==> src/rtl/watch_pkg.sv <==
// Shared definitions for the watch time-set path: digit positions,
// per-position digit limits and the digit-entry FSM states.
package watch_pkg;

   localparam logic [2:0] POS_H_TEN = 3'd0;
   localparam logic [2:0] POS_H_ONE = 3'd1;
   localparam logic [2:0] POS_M_TEN = 3'd2;
   localparam logic [2:0] POS_M_ONE = 3'd3;
   localparam logic [2:0] POS_S_TEN = 3'd4;
   localparam logic [2:0] POS_S_ONE = 3'd5;

   localparam logic [3:0] MAX_H_TEN    = 4'd2;
   localparam logic [3:0] MAX_H_ONE    = 4'd9;
   localparam logic [3:0] MAX_H_ONE_20 = 4'd3;
   localparam logic [3:0] MAX_M_TEN    = 4'd5;
   localparam logic [3:0] MAX_M_ONE    = 4'd9;
   localparam logic [3:0] MAX_S_TEN    = 4'd5;
   localparam logic [3:0] MAX_S_ONE    = 4'd9;

   typedef enum logic {
      IDLE,
      COLLECT
   } entry_state_t;

   // Largest legal digit at a position; hours 20-23 cap the hour units at 3.
   function automatic logic [3:0] max_digit(input logic [2:0] pos, input logic [3:0] h_ten);
      logic [3:0] lim;
      case (pos)
         POS_H_TEN: lim = MAX_H_TEN;
         POS_H_ONE: lim = (h_ten == MAX_H_TEN) ? MAX_H_ONE_20 : MAX_H_ONE;
         POS_M_TEN: lim = MAX_M_TEN;
         POS_M_ONE: lim = MAX_M_ONE;
         POS_S_TEN: lim = MAX_S_TEN;
         POS_S_ONE: lim = MAX_S_ONE;
         default:   lim = 4'd0;
      endcase
      return lim;
   endfunction

endpackage

==> src/rtl/key_debounce.sv <==
// Two-flop synchronizer per key line followed by a single shared debounce
// counter that publishes the whole key vector once it has been quiet.
module key_debounce #(
   parameter int WIDTH    = 10,
   parameter int DEBOUNCE = 20
) (
   input  logic             clk,
   input  logic             rst,
   input  logic [WIDTH-1:0] key_in,
   output logic [WIDTH-1:0] stable
);

   localparam int CW = (DEBOUNCE > 1) ? $clog2(DEBOUNCE) : 1;
   localparam logic [CW-1:0] CNT_LAST = CW'(DEBOUNCE - 1);

   logic [WIDTH-1:0] sync1_reg;
   logic [WIDTH-1:0] sync2_reg;
   logic [WIDTH-1:0] stable_reg;
   logic [CW-1:0]    cnt_reg;
   logic             quiet;

   // sync1 is next cycle's synchronized value, so comparing it with sync2
   // detects a change of the synchronized vector one cycle early.
   assign quiet = (sync1_reg == sync2_reg);

   always_ff @(posedge clk or negedge rst) begin
      if (!rst) begin
         sync1_reg <= '0;
         sync2_reg <= '0;
      end else begin
         sync1_reg <= key_in;
         sync2_reg <= sync1_reg;
      end
   end

   always_ff @(posedge clk or negedge rst) begin
      if (!rst) begin
         cnt_reg    <= '0;
         stable_reg <= '0;
      end else begin
         if (!quiet) begin
            cnt_reg <= '0;
         end else if (cnt_reg != CNT_LAST) begin
            cnt_reg <= cnt_reg + CW'(1);
         end
         if (quiet && cnt_reg == CNT_LAST) begin
            stable_reg <= sync2_reg;
         end
      end
   end

   assign stable = stable_reg;

endmodule

==> src/rtl/keypad_digit_entry.sv <==
// Keypad front end for setting the watch: debounced key presses become
// range-checked BCD digits for the six HH MM SS positions.
module keypad_digit_entry
   import watch_pkg::*;
#(
   parameter int DEBOUNCE = 20,
   parameter int TIMEOUT  = 10000
) (
   input  logic       clk,
   input  logic       rst,
   input  logic       start,
   input  logic [9:0] key_in,
   output logic [3:0] digit,
   output logic [2:0] digit_pos,
   output logic       digit_valid,
   output logic       entry_active,
   output logic       entry_done,
   output logic       entry_abort,
   output logic       key_reject
);

   localparam int NKEYS = 10;
   localparam int TW    = (TIMEOUT > 1) ? $clog2(TIMEOUT) : 1;
   localparam logic [TW-1:0] TIMEOUT_LAST = TW'(TIMEOUT - 1);

   logic [NKEYS-1:0] stable;
   logic [NKEYS-1:0] stable_prev_reg;
   logic             press;
   logic             single_key;
   logic [3:0]       key_val;
   logic             in_range;

   entry_state_t     state_reg;
   logic [2:0]       pos_reg;
   logic [3:0]       h_ten_reg;
   logic [TW-1:0]    tcnt_reg;
   logic [3:0]       digit_reg;
   logic [2:0]       digit_pos_reg;
   logic             digit_valid_reg;
   logic             entry_active_reg;
   logic             entry_done_reg;
   logic             entry_abort_reg;
   logic             key_reject_reg;

   key_debounce #(
      .WIDTH    (NKEYS),
      .DEBOUNCE (DEBOUNCE)
   ) u_debounce (
      .clk    (clk),
      .rst    (rst),
      .key_in (key_in),
      .stable (stable)
   );

   // Only the all-released to pressed transition counts; chords formed while
   // a key is held never reach the FSM.
   assign press      = (stable_prev_reg == '0) && (stable != '0);
   assign single_key = $onehot(stable);
   assign in_range   = (key_val <= max_digit(pos_reg, h_ten_reg));

   always_comb begin
      key_val = 4'd0;
      for (int i = 0; i < NKEYS; i++) begin
         if (stable[i]) begin
            key_val = 4'(i);
         end
      end
   end

   always_ff @(posedge clk or negedge rst) begin
      if (!rst) begin
         state_reg        <= IDLE;
         pos_reg          <= POS_H_TEN;
         h_ten_reg        <= 4'd0;
         tcnt_reg         <= '0;
         stable_prev_reg  <= '0;
         digit_reg        <= 4'd0;
         digit_pos_reg    <= 3'd0;
         digit_valid_reg  <= 1'b0;
         entry_active_reg <= 1'b0;
         entry_done_reg   <= 1'b0;
         entry_abort_reg  <= 1'b0;
         key_reject_reg   <= 1'b0;
      end else begin
         stable_prev_reg <= stable;
         digit_valid_reg <= 1'b0;
         entry_done_reg  <= 1'b0;
         entry_abort_reg <= 1'b0;
         key_reject_reg  <= 1'b0;

         case (state_reg)
            IDLE: begin
               if (start) begin
                  state_reg        <= COLLECT;
                  entry_active_reg <= 1'b1;
                  pos_reg          <= POS_H_TEN;
                  tcnt_reg         <= '0;
               end
            end

            COLLECT: begin
               if (start) begin
                  pos_reg  <= POS_H_TEN;
                  tcnt_reg <= '0;
               end else if (tcnt_reg == TIMEOUT_LAST) begin
                  entry_abort_reg  <= 1'b1;
                  state_reg        <= IDLE;
                  entry_active_reg <= 1'b0;
                  pos_reg          <= POS_H_TEN;
                  tcnt_reg         <= '0;
               end else if (press && single_key && in_range) begin
                  digit_valid_reg <= 1'b1;
                  digit_reg       <= key_val;
                  digit_pos_reg   <= pos_reg;
                  tcnt_reg        <= '0;
                  if (pos_reg == POS_H_TEN) begin
                     h_ten_reg <= key_val;
                  end
                  if (pos_reg == POS_S_ONE) begin
                     entry_done_reg   <= 1'b1;
                     state_reg        <= IDLE;
                     entry_active_reg <= 1'b0;
                     pos_reg          <= POS_H_TEN;
                  end else begin
                     pos_reg <= pos_reg + 3'd1;
                  end
               end else begin
                  // Rejected presses do not refresh the inactivity timer.
                  key_reject_reg <= press;
                  tcnt_reg       <= tcnt_reg + TW'(1);
               end
            end

            default: begin
               state_reg        <= IDLE;
               entry_active_reg <= 1'b0;
               pos_reg          <= POS_H_TEN;
            end
         endcase
      end
   end

   assign digit        = digit_reg;
   assign digit_pos    = digit_pos_reg;
   assign digit_valid  = digit_valid_reg;
   assign entry_active = entry_active_reg;
   assign entry_done   = entry_done_reg;
   assign entry_abort  = entry_abort_reg;
   assign key_reject   = key_reject_reg;

endmodule

==> config.mk <==
export PLATFORM = sky130hd
export DESIGN_NAME = keypad_digit_entry
export DESIGN_NICKNAME = d
export VERILOG_FILES = /design/src/rtl/watch_pkg.sv /design/src/rtl/key_debounce.sv /design/src/rtl/keypad_digit_entry.sv
export SDC_FILE = /design/constraint.sdc
export NUM_CORES = 1
export LEC_CHECK = 0
export CAP_MARGIN = 15
export CORE_UTILIZATION = 25
export CTS_CLUSTER_SIZE = 8
export DETAILED_ROUTE_END_ITERATION = 8
export PLACE_DENSITY_LB_ADDON = 0.3
export RECOVER_POWER = 100
export REMOVE_ABC_BUFFERS = 1
export SETUP_SLACK_MARGIN = 0.1
export SLEW_MARGIN = 10
export SYNTH_ARGS = -nofsm -noshare
export SYNTH_HDL_FRONTEND = slang
export SYNTH_HIERARCHICAL = 1
export SYNTH_SLANG_ARGS = --single-unit
==> constraint.sdc <==
create_clock -name clk -period 5 [get_ports clk]
set_clock_uncertainty 0.05 [all_clocks]
set_input_delay 1.25 -clock clk [delete_from_list [all_inputs] [get_ports clk]]
set_output_delay 1.25 -clock clk [all_outputs]
set_load 0.01 [all_outputs]
==> results.py, run 1 <==
metrics = {
    "place": {
        "numPortBuffers": 24,
        "dp_hpwl_um": 4660,
        "place.gp.congestion": 0.741,
        "dp.cells": 503,
        "dp_slack_ns": 0.506,
    },
    "synth": {
        "post_synth_mux_area_share": 0.0707,
        "syn_inst": 305,
        "synth_top_family_by_area": "simple AND/OR/NAND/NOR gates",
        "synth-xor-area-share": 0.0340,
        "synth_edf_count": 0,
        "yosysUniqueCellTypes": 47,
        "yosysSeqAreaShare": 0.547,
        "synth_compound_area_frac": 0.0683,
        "ys_warn_count": 6,
        "synthFlopType": "dfrtp_1",
        "yosys_register_bits": 79,
        "postSynth.asyncResetShare": 1.00,
        "avgSynthCellArea_um2": 11.8,
        "synth-simple-area-share": 0.179,
        "synthAdderAreaFrac": 0.0714,
        "synth_area_um2": 3610,
    },
    "power_and_ir_drop": {
        "p_leak_uw": 0.00194,
        "peakVddDrop_uv": 171,
        "p_per_area_nw_per_um2": 312,
    },
    "floorplanning": {
        "start_util": 0.258,
        "die-area_um2": 14900,
        "chipHeight_um": 122,
        "io_pins": 25,
        "dieWidth_um": 122,
        "num_rows": 43,
        "core-area_um2": 14000,
    },
    "detailed_routing": {
        "avgViaCountPerCell": 4.54,
        "vias": 2358,
        "dr.pass1.iters": 4,
        "wl_per_cell_um": 12.9,
        "drt-initial-drc-count": 155,
        "drt_wl_total_um": 6700,
        "drc": 0,
        "ant_nets": 0,
    },
    "timing": {
        "finalCritPeriodShare": 0.898,
        "drv_slew": 80,
        "setup_ws_ns": 0.509,
        "finalCriticalPeriod_ns": 4.49,
        "rsz0062_at_grt": "no",
        "max_clock_freq_mhz": 223,
        "hold_viol": 0,
        "fin_setup_tns_ns": 0,
        "tightest_slew_ns": 1.95,
        "relSlewSlack": -0.298,
        "final-setup-viol-count": 0,
    },
    "status": {
        "violations": "max-capacitance violations, max-slew violations",
        "outcome": "finished with violations",
    },
    "global_routing": {
        "gr-total-overflow": 0,
        "grt_pass1_wl_um": 11900,
        "grt_max_degree": 80,
        "grt_usage": 0.102,
        "antenna_found_initial": 0,
        "grt_pass1_vias": 2436,
    },
    "cts": {
        "cts_setup_buffers": 0,
        "ctsHoldBuffers": 0,
        "clkSinkCount": 79,
        "numCtsBuffers": 9,
        "cts_root_buf": "clkbuf_16",
        "clk_pin_slew_ns": 0.06,
        "cts_resized": 0,
        "cts_tree": "done",
        "clk_latency_ns": 0.34,
        "cts_max_level": 3,
        "cts_max_path_buffers": 2,
    },
    "setup_path": {
        "endpoint_kind": "register",
        "crit_arrival_ns": 4.66,
        "crit_fanout": 9,
        "crit_path_start_kind": "register",
        "critical_path_required_ns": 5.17,
        "crit_path_frequent_cell": "fa_1",
        "slowest_delay_ns": 0.52,
        "slowest_stage": "fa_1",
        "crit_type": "reg2reg",
        "cp_cell_sequence": "fa_1, fa_1, inv_1, fa_1, inv_1, ha_1, inv_1, fa_1, a2111oi_0, o211ai_1, a2111oi_4, and2_1, mux2_2",
    },
    "final_layout": {
        "n_fill_cell": 1451,
        "drive_gt1_frac": 0.133,
        "insertedDiodeCount": 0,
        "fin_cells": 519,
        "nNetsFinal": 364,
        "largest_reg_flops": 14,
        "area_growth_pct": 18.8,
    },
    "flow_run": {
        "maxCapViolations": 1,
    },
    "worst_hold_path": {
        "hp-class": "reg2reg",
    },
}
worst max-delay path, delay by kind of cell (launching register included):
kind,cells,cell delay [ns]
compound gates,3,0.95
fa+ha+maj,5,1.97
buf+inv,3,0.17
flops,1,0.45
mux,1,0.38
simple gates,1,0.40
power by group:
| part | internal, µW | total [µW] | switching, µW |
|---|---|---|---|
| Sequential | 652 | 666 | 13.1 |
| Combinational | 25.4 | 63.3 | 37.9 |
| Clock | 351 | 610 | 260 |
| Total | 1030 | 1340 | 311 |
area by class of cell:
type	count	area, µm²	share of cell area
sequential	79	1980	0.461
clock buffer	12	246	0.0574
tap	180	225	0.0525
clock inverter	4	31.3	0.00729
multi-input combinational	201	1500	0.349
timing repair buffer	26	250	0.0583
inverter	17	63.8	0.0149
per-layer routing:
| layer | global-route usage | share of wire | up-vias | routed length (µm) |
|---|---|---|---|---|
| met3 | 0.0337 | 0.037 | 7 | 247 |
| met4 | 0.0320 | 0.012 | 0 | 79 |
| met1 | 0.133 | 0.49 | 1174 | 3300 |
| li1 | - | - | 1136 | - |
| met5 | 0 | 0 | - | 0 |
| met2 | 0.159 | 0.46 | 41 | 3080 |
path summary, 6_finish.rpt:
check,startpoint,slack (ns),cells after the start,endpoint
min reg2reg,u_debounce/sync1_reg[4]$_DFF_PN0_,0.34,0,u_debounce/sync2_reg[4]$_DFF_PN0_
min in group asynchronous,rst,1.40,1,entry_active$_DFFE_PN0P_
min,u_debounce/sync1_reg[4]$_DFF_PN0_,0.34,0,u_debounce/sync2_reg[4]$_DFF_PN0_
max reg2reg,u_debounce/stable[5]$_DFFE_PN0P_,0.51,13,digit[0]$_DFFE_PN0P_
max,u_debounce/stable[5]$_DFFE_PN0P_,0.51,13,digit[0]$_DFFE_PN0P_
max in group asynchronous,rst,2.34,1,stable_prev_reg[0]$_DFF_PN0_
cell usage in the layout (no fill, tap or decap), types with 3 or more instances in the layout:
cell / Yosys / final
a21oi_1: 5 / 5
and2_1: 4 / 3
and3_1: 3 / 3
clkbuf_16: 0 / 9
clkinvlp_4: 0 / 3
dfrtp_1: 79 / 79
dlygate4sd3_1: 0 / 23
fa_1: 6 / 6
ha_1: 11 / 11
inv_1: 17 / 17
mux2_2: 20 / 20
mux2i_1: 3 / 3
nand2_1: 25 / 25
nand3_1: 28 / 29
nand4_1: 3 / 4
nor2_1: 19 / 19
nor3_1: 6 / 6
nor4_1: 3 / 4
nor4b_1: 3 / 3
o21ai_0: 7 / 7
o21bai_1: 3 / 3
o311ai_0: 4 / 4
or3_1: 6 / 6
xor2_1: 13 / 13
metrics by stage:
step | instance area (µm²) | total power (µW) | utilization | hold WS [ns]
3_3_place_gp | 4050 | 744 | 0.289 | 0.332
3_5_place_dp | 4050 | 746 | 0.289 | 0.328
4_1_cts | 4330 | 1370 | 0.309 | 0.342
2_1_floorplan | 3570 | 711 | - | 0.322
6_report | 4290 | 1340 | 0.307 | 0.340
5_1_grt | 4290 | 1400 | 0.307 | 0.359
cells in the mapped netlist (all sizes together), types with 2 or more instances:
cell type  number  share of area
dfrtp          79           0.55
nand3          29          0.042
nand2          25          0.026
mux2           20          0.062
nor2           19          0.020
inv            17          0.018
xor2           13          0.032
ha             11          0.038
nor3            7          0.011
o21ai           7         0.0097
fa              6          0.033
nor4            6          0.016
or3             6          0.010
a21oi           5         0.0069
clkbuf          5         0.0052
and2            4         0.0069
nand4           4          0.011
o311ai          4         0.0097
and3            3         0.0052
buf             3         0.0059
mux2i           3         0.0083
nor4b           3         0.0073
o21bai          3         0.0062
a2111oi         2          0.012
a21o            2         0.0042
a32o            2         0.0055
and4            2         0.0049
nor2b           2         0.0035
cells by family (layout without fill, tap and decap cells):
kind of cell,Yosys count,after routing
buffers and inverters,25,59
xor gates and xnor gates,14,14
muxes,23,23
adders and majority gates,17,17
AOI/OAI and AO/OA,31,31
and+or+nand+nor,116,116
DFF,79,79
No activity file was read; power rests on OpenSTA's default activity.
==> run 2, diff against run 1 <==
--- a/config.mk
+++ b/config.mk
@@ -6,7 +6,7 @@
 export NUM_CORES = 1
 export LEC_CHECK = 0
 export CAP_MARGIN = 15
-export CORE_UTILIZATION = 25
+export CORE_UTILIZATION = 41
 export CTS_CLUSTER_SIZE = 8
 export DETAILED_ROUTE_END_ITERATION = 8
 export PLACE_DENSITY_LB_ADDON = 0.3
==> run 2 against run 1 <==
The flow still finishes with violations (max-capacitance violations, max-slew violations). Routed wire length is 6.1% lower. Setup slack worse by 0.065 ns. Hold slack better by 0.0031 ns. Utilization is 19 points higher. Clock power is 17% lower. Via count is 0.93% lower. Die area is 38% lower. Critical path depth is 1 higher. Largest power group unchanged. Highest routed layer unchanged.
==> results.py, run 2 (same netlist as run 1, synthesis figures left out) <==
metrics = {
    "worst_hold_path": {
        "hp-class": "reg2reg",
        "min-delay-start": "u_debounce/sync1_reg[5]$_DFF_PN0_",
        "min_to": "u_debounce/sync2_reg[5]$_DFF_PN0_",
        "holdPathStages": 0,
    },
    "timing": {
        "tightest_slew_ns": 1.89,
        "final-setup-viol-count": 0,
        "fin_setup_tns_ns": 0,
        "setup_ws_ns": 0.445,
        "finalCriticalPeriod_ns": 4.56,
        "hold_viol": 0,
        "max_clock_freq_mhz": 220,
        "relSlewSlack": -0.262,
        "drv_slew": 80,
        "finalCritPeriodShare": 0.911,
        "rsz0062_at_grt": "no",
    },
    "status": {
        "violations": "max-capacitance violations, max-slew violations",
        "outcome": "finished with violations",
    },
    "cts": {
        "cts_max_path_buffers": 2,
        "cts_setup_buffers": 0,
        "clk_latency_ns": 0.36,
        "cts_max_level": 3,
        "numCtsBuffers": 9,
        "clkSinkCount": 79,
        "cts_tree": "done",
        "cts_root_buf": "clkbuf_8",
        "cts_resized": 0,
        "clk_pin_slew_ns": 0.08,
        "ctsHoldBuffers": 0,
    },
    "setup_path": {
        "crit_fanout": 8,
        "slowest_stage": "fa_1",
        "crit_arrival_ns": 4.75,
        "reg2regPathDepth": 14,
        "crit_path_frequent_cell": "fa_1",
        "slowest_delay_ns": 0.53,
        "reg2reg_from": "u_debounce/stable[5]$_DFFE_PN0P_",
        "crit_type": "reg2reg",
        "cp_cell_sequence": "fa_1, fa_1, inv_1, fa_1, inv_1, ha_1, inv_1, fa_1, a2111oi_2, o211ai_1, a2111oi_4, clkbuf_1, nand3_1, mux2_2",
        "crit_path_start_kind": "register",
        "ff2ff_setup_slack_ns": 0.44,
        "reg2reg_to": "h_ten_reg[0]$_DFFE_PN0P_",
        "critical_path_required_ns": 5.19,
        "endpoint_kind": "register",
    },
    "detailed_routing": {
        "drc": 0,
        "avgViaCountPerCell": 5.27,
        "drt-initial-drc-count": 104,
        "dr.pass1.iters": 4,
        "vias": 2336,
        "drt_wl_total_um": 6290,
        "wl_per_cell_um": 14.2,
        "ant_nets": 0,
    },
    "final_layout": {
        "layout_commonest_cell": "dfrtp_1",
        "multiInputGateArea_um2": 1500,
        "largest_reg_flops": 14,
        "nNetsFinal": 364,
        "final_cell_mix": "dfrtp_1, nand3_1, nand2_1, dlygate4sd3_1, mux2_2",
        "area_growth_pct": 14.4,
        "drive_gt1_frac": 0.133,
        "n_fill_cell": 769,
        "insertedDiodeCount": 0,
        "regArea_um2": 1980,
    },
    "floorplanning": {
        "start_util": 0.431,
        "chipHeight_um": 95.8,
        "num_rows": 33,
        "dieWidth_um": 95.8,
        "die-area_um2": 9190,
        "io_pins": 25,
        "core-area_um2": 8380,
    },
    "power_and_ir_drop": {
        "finalPower_uw": 1240,
        "peakVddDrop_uv": 161,
        "p_per_area_nw_per_um2": 299,
        "p_leak_uw": 0.00192,
    },
    "global_routing": {
        "antenna_found_initial": 0,
        "grt_pass1_wl_um": 10900,
        "grt_usage": 0.159,
        "grt_pass1_vias": 2327,
        "gr-total-overflow": 0,
        "grt_max_degree": 80,
    },
    "place": {
        "dp_hpwl_um": 4340,
        "place.gp.congestion": 0.776,
        "numPortBuffers": 24,
        "dp_slack_ns": 0.518,
    },
    "flow_run": {
        "maxCapViolations": 1,
    },
}
[run 2: changes by cell type in the layout (fill, tap and decap cells not counted), sizes merged]
cell,previous run,this run
clkinv,1,2
clkinvlp,3,0
inv,17,18
clkbuf,13,12
bufinv,0,2
buf,2,1
[run 2: how the worst max path moves through the flow]
stage	start	end	slack [ns]	depth (start not counted)
final	u_debounce/stable[5]$_DFFE_PN0P_	h_ten_reg[0]$_DFFE_PN0P_	0.44	14
after global routing	u_debounce/stable[0]$_DFFE_PN0P_	h_ten_reg[2]$_DFFE_PN0P_	0.19	14
after CTS	u_debounce/stable[5]$_DFFE_PN0P_	digit_pos[2]$_DFFE_PN0P_	0.52	13
after detailed placement	u_debounce/stable[5]$_DFFE_PN0P_	digit_pos[2]$_DFFE_PN0P_	0.52	13
after global placement	u_debounce/stable[5]$_DFFE_PN0P_	digit_pos[1]$_DFFE_PN0P_	0.66	13
after floorplan	u_debounce/stable[0]$_DFFE_PN0P_	digit[0]$_DFFE_PN0P_	0.62	13
[run 2: routing by layer]
layer,global-route usage,vias to the layer above,routed length (µm)
met5,0,-,0
met4,0.0560,0,88
met3,0.0521,8,279
met2,0.250,46,2980
met1,0.204,1154,2940
li1,-,1128,-
[run 2: worst max-delay path: cells and delay by family, from the launching register on]
| family | cells | cell delay [ns] |
|---|---|---|
| buffers and inverters | 4 | 0.48 |
| adder cells (fa/ha/maj) | 5 | 2.00 |
| AO/OA/AOI/OAI | 3 | 0.85 |
| multiplexers | 1 | 0.33 |
| flip-flops | 1 | 0.45 |
| AND/OR/NAND/NOR | 1 | 0.26 |
[run 2: report_power, final]
| group | internal (µW) | switching, µW | leakage [µW] |
|---|---|---|---|
| Combinational | 25.3 | 37.7 | 0.000771 |
| Clock | 280 | 228 | 0.000107 |
| Sequential | 651 | 13.3 | 0.00104 |
| Total | 957 | 279 | 0.00192 |
[run 2: cell type report]
class / count / area share
sequential: 79 / 0.478
timing repair buffer: 26 / 0.0596
multi-input combinational: 201 / 0.364
tap: 105 / 0.0318
clock buffer: 10 / 0.0309
clock inverter: 5 / 0.0200
inverter: 17 / 0.0154
[run 2: metrics by stage]
step	util	cell area [µm²]	hold slack, ns	cells
global placement	0.472	3960	0.326	428
detailed placement	0.472	3960	0.330	428
CTS	0.497	4170	0.349	443
global route	0.493	4130	0.359	443
finish	0.493	4130	0.343	443
floorplan	-	3570	0.322	297
==> variant 1: new RTL, settings of run 2 <==
`DEBOUNCE` is set to 20 in 2 places; all go to 30.
--- a/src/rtl/key_debounce.sv
+++ b/src/rtl/key_debounce.sv
@@ -2,7 +2,7 @@
 // counter that publishes the whole key vector once it has been quiet.
 module key_debounce #(
    parameter int WIDTH    = 10,
-   parameter int DEBOUNCE = 20
+   parameter int DEBOUNCE = 30
 ) (
    input  logic             clk,
    input  logic             rst,
--- a/src/rtl/keypad_digit_entry.sv
+++ b/src/rtl/keypad_digit_entry.sv
@@ -3,7 +3,7 @@
 module keypad_digit_entry
    import watch_pkg::*;
 #(
-   parameter int DEBOUNCE = 20,
+   parameter int DEBOUNCE = 30,
    parameter int TIMEOUT  = 10000
 ) (
    input  logic       clk,
Check against the original RTL: same outputs for any inputs over 10 cycles, from zero or initial values and one cycle with rst low; that may be too few to reach the edited logic, so the function may still have changed.
==> variant 1 against run 2 <==
  * The run still ends with capacitance limit, slew limit left
  * Worst setup slack improved by 61 ps
  * Sequential cell count stayed put
  * Count of clock-buffer cells in the layout is 1 lower
  * Synthesized area up 0.87%
  * Total power increased by 4.6%
  * Wire length grew 0.16%
  * Design area up 1.3%
  * Maximum frequency rose by 1.4%
  * Largest cell class unchanged
==> variant 1: results (changes against run 2) <==
GRT
  • GR Layer Usage met3: 4.27% (-0.95 points)
  • GRT met2 Usage: 25.6% (+0.59 points)
  • First-pass GRT wire length: 11100 microns (+1.6%)
  • GRT Total Usage: 15.9% (+0.087 points)
  • Vias in the first global route: 2369 (+1.8%)
  • Grt met1 use: 20.4% (about the same)

Power and ir drop
  • Internal power: 1.01 mW (+5.5%)
  • Leakage: 1.95 nW (+1.5%)

Finish
  • Fraction of layout instances using a drive strength above 1: 12.2% (-1.1 points)
  • Final Non-Filler Cells: 451 (+1.8%)
  • Layout Nets: 369 (+1.4%)
  • Fillers: 798 (+3.8%)

Job
  • Maxcap violations: 1 (unchanged)

Synth
  • Seq/Total Area, Yosys: 54.3% (-0.47 points)
  • Cell variety after synth: 49 (+4.3%)
  • Cells after synthesis: 309 (+1.3%)
  • Synth top area cells: dfrtp_1, mux2_2, ha_1

STA
  • Max_slew headroom: -27.2% (-0.99 points)
  • Final slew viol count: 80 (unchanged)

Place
  • Dpl cell area: 0.00399 sq mm (+0.89%)
  • Inst Count DP: 435 (+1.6%)

Status
  • Status: finished with violations
  • Violated checks: capacitance limit, slew limit

Drt
  • Via density: 5.21 (-1.1%)
  • Routed wire length: 6300 microns (+0.16%)
  • Initial drt markers: 75 (-28%)

Critical path
  • CP Data Arrival Time: 4730 ps (-20 ps)
  • Max stage delay on crit path: 510 ps (-20 ps)
==> variant 1: cell count changes after synthesis, moves of 2 or more <==
cell / delta
xor2_1: -2
inv_1: +2
nor4_2: -2
o21ai_0: +2
mux2_1: +4
mux2_2: -4
nor4_4: +2
==> variant 1: area by class of cell <==
class | instances | area (sq um) | share of cell area [%]
sequential | 79 | 1980 | 47.2
multi-input combinational | 203 | 1510 | 36.0
timing repair buffer | 26 | 250 | 5.98
tap | 108 | 135 | 3.23
clock buffer | 9 | 124 | 2.96
clock inverter | 7 | 120 | 2.87
inverter | 19 | 71.3 | 1.70
==> variant 1: power by group through the flow <==
stage / logic (mW) / clock network (mW) / registers [mW]
after global routing: 0.0737 / 0.602 / 0.666
final: 0.0635 / 0.566 / 0.664
after floorplan: 0.0407 / 0 / 0.674
after global placement: 0.0695 / 0 / 0.676
after detailed placement: 0.0714 / 0 / 0.677
after CTS: 0.0715 / 0.585 / 0.664
==> variant 1: cell families (layout without fill, tap and decap cells) <==
logic type      after synthesis  count (layout)  share of synthesized area [%]
compound gates               35              35                           7.39
xor+xnor                     12              12                           2.89
fa+ha+maj                    18              18                           7.42
buf+inv                      27              61                           3.06
flops                        79              79                           54.3
mux                          22              22                           6.73
simple gates                116             116                           18.2
==> variant 1: metrics by stage <==
| step | util, % | power, mW | worst slack, ps |
|---|---|---|---|
| 2_1_floorplan | - | 0.714 | 623 |
| 3_3_place_gp | 46.0 | 0.746 | 666 |
| 3_5_place_dp | 46.0 | 0.748 | 552 |
| 4_1_cts | 48.8 | 1.32 | 550 |
| 5_1_grt | 48.2 | 1.34 | 186 |
| 6_report | 48.2 | 1.29 | 506 |
==> variant 1: layer usage <==
layer | part of all wire (%) | wire length, microns | vias to the layer above
met2 | 48 | 3010 | 41
met3 | 3.7 | 231 | 7
li1 | - | - | 1150
met4 | 1.3 | 85 | 0
met5 | 0 | 0 | -
met1 | 47 | 2980 | 1153
==> variant 1: path summary, 6_finish.rpt <==
path                                                    from                                end  slack [ps]  cells past startpoint
hold reg to reg            u_debounce/sync1_reg[7]$_DFF_PN0_  u_debounce/sync2_reg[7]$_DFF_PN0_         350                      0
setup / recovery            u_debounce/stable[5]$_DFFE_PN0P_             pos_reg[0]$_DFFE_PN0P_         510                     15
setup reg to reg            u_debounce/stable[5]$_DFFE_PN0P_             pos_reg[0]$_DFFE_PN0P_         510                     15
min in group asynchronous                                rst            tcnt_reg[7]$_DFFE_PN0P_        1370                      1
max in group asynchronous                                rst  u_debounce/cnt_reg[4]$_DFFE_PN0P_        2390                      1
hold / removal             u_debounce/sync1_reg[7]$_DFF_PN0_  u_debounce/sync2_reg[7]$_DFF_PN0_         350                      0
==> variant 2: new RTL, settings of run 2 <==
Without the edit above. Register the output `digit_pos` once more, with the module's reset; this adds one clock of latency there. The other outputs are not delayed to match.
--- a/src/rtl/keypad_digit_entry.sv
+++ b/src/rtl/keypad_digit_entry.sv
@@ -141,7 +141,13 @@
    end
 
    assign digit        = digit_reg;
-   assign digit_pos    = digit_pos_reg;
+   always_ff @(posedge clk or negedge rst) begin
+      if (!rst) begin
+         digit_pos <= '0;
+      end else begin
+         digit_pos <= digit_pos_reg;
+      end
+   end
    assign digit_valid  = digit_valid_reg;
    assign entry_active = entry_active_reg;
    assign entry_done   = entry_done_reg;
Formal check against the unedited RTL: same outputs for any inputs over 10 cycles, from zero or initial values and one cycle with rst low; that may be too few to reach the edited logic, so the function may still have changed.
==> variant 2 against run 2 <==
  * The flow still finishes with violations (capacitance limit, slew limit)
  * Design area is 1.8% higher
  * Synthesized area grew 2.2%
  * Worst setup slack better by 110 ps
  * Sequential share of layout area increased by 0.96 points
  * Total power rose by 2.9%
  * Sequential cell count up 3
  * Worst hold slack got worse by 13 ps
  * Wire length shrank 3.1%
==> variant 2: results (changes against run 2) <==
Clocking
  • Clk_lat worst skew: 350 ps
  • CTS clk-pin slew, worst paths: 90 ps
  • CTS max path bufs: 2 (unchanged)
  • # resized after CTS: 0 (unchanged)

Power and ir drop
  • Logic power comb: 64.6 uW (+3%)
  • Leakage: 1.99 nW (+3.5%)
  • Clock power frac: 40.7% (-0.4 points)
  • Internal power: 984 uW (+2.8%)
  • Worst vdd ir: 0.000154 V (-3.9%)

STA
  • Max_slew headroom: -31.2% (-5.0 points)
  • Final slew viol count: 83 (+3.8%)
  • Final hold vios: 0 (unchanged)

Critical path
  • CP Data Arrival Time: 4630 ps (-120 ps)
  • Max stage delay on crit path: 510 ps (-20 ps)
  • Worst-path maximum fanout: 10 (+2)

Status
  • Violated checks: capacitance limit, slew limit
  • Status: finished with violations

Job
  • Maxcap violations: 1 (unchanged)

Place
  • GPL Wtd Cong: 0.787 (+1.5%)
  • Dpl cell area: 0.00405 sq mm (+2.3%)
  • HPWL Detailed: 4310 microns (-0.69%)

GRT
  • First-pass GRT wire length: 10900 microns (+0.18%)
  • Pin count of the biggest net entering global routing: 83 (+3.8%)
  • GRT Total Usage: 14.6% (-1.3 points)

Finish
  • Largest register FFs: 14 (unchanged)
  • Fraction of layout instances using a drive strength above 1: 14.2% (+0.89 points)
  • Layout Nets: 363 (-0.27%)
  • Fillers: 764 (-0.65%)

Synth
  • Seq/Total Area, Yosys: 55.6% (+0.87 points)
  • Post-synth ARST share: 100% (unchanged)
  • Synth top area cells: dfrtp_1, mux2_2, ha_1
  • Ys Warns: 6 (unchanged)
  • Post-synth top cells: dfrtp_1, nand2_1, inv_1
  • Cell variety after synth: 51 (+8.5%)

Drt
  • Initial drt markers: 45 (-57%)
  • Routed wire length: 6100 microns (-3.1%)
  • Via density: 5.13 (-2.6%)

Hold path
  • Worst Hold Class: flop to flop
-- variant 2: worst max-delay path: cells and delay by family (launching register included) --
kind | cells | cell delay [ps]
compound gates | 3 | 1050
fa+ha+maj | 5 | 1970
buf+inv | 3 | 170
flops | 1 | 430
mux | 1 | 340
simple gates | 2 | 330
-- variant 2: layout make-up --
type                            instances  share of cell area [%]
Tap cell                              108                    3.21
Multi-Input combinational cell        195                    35.3
Inverter                               20                    1.79
Sequential cell                        82                    48.8
Clock inverter                          6                    2.14
Clock buffer                           10                    3.03
Timing Repair Buffer                   25                    5.68
-- variant 2: cells by family (layout without fill, tap and decap cells) --
family | count (synthesis) | in the layout | share of synthesized area (%)
buffers and inverters | 26 | 61 | 2.68
adders and majority gates | 17 | 17 | 6.99
DFF | 82 | 82 | 55.6
muxes | 22 | 22 | 7.05
xor gates and xnor gates | 18 | 18 | 4.27
AOI/OAI and AO/OA | 38 | 38 | 7.94
and+or+nand+nor | 100 | 100 | 15.5
-- variant 2: worst paths after layout --
| check | startpoint | endpoint | slack, ps | cells after the start |
|---|---|---|---|---|
| worst max-delay path | u_debounce/stable[0]$_DFFE_PN0P_ | h_ten_reg[1]$_DFFE_PN0P_ | 560 | 14 |
| worst min-delay path | digit_pos_reg[0]$_DFFE_PN0P_ | digit_pos[0]$_DFF_PN0_ | 330 | 0 |
| worst max register to register | u_debounce/stable[0]$_DFFE_PN0P_ | h_ten_reg[1]$_DFFE_PN0P_ | 560 | 14 |
| worst min register to register | digit_pos_reg[0]$_DFFE_PN0P_ | digit_pos[0]$_DFF_PN0_ | 330 | 0 |
| max in group asynchronous | rst | digit[1]$_DFFE_PN0P_ | 2340 | 1 |
| min in group asynchronous | rst | tcnt_reg[7]$_DFFE_PN0P_ | 1370 | 1 |
-- variant 2: per-layer routing --
layer,up-vias,track usage [%],share of wire [%]
li1,1119,-,-
met1,1126,17.9,45
met2,35,24.3,50
met3,10,4.26,3.1
met4,0,5.17,1.5
met5,-,0,0
-- variant 2: per-stage QoR --
| stage | instances | power, mW | setup WS (ps) | hold slack (ps) | util [%] |
|---|---|---|---|---|---|
| 6_report | 446 | 1.27 | 556 | 331 | 48.2 |
| 4_1_cts | 446 | 1.30 | 575 | 333 | 48.9 |
| 2_1_floorplan | 297 | 0.739 | 816 | 300 | - |
| 3_3_place_gp | 430 | 0.771 | 707 | 310 | 46.4 |
| 5_1_grt | 446 | 1.33 | 203 | 347 | 48.2 |
| 3_5_place_dp | 430 | 0.774 | 583 | 314 | 46.4 |
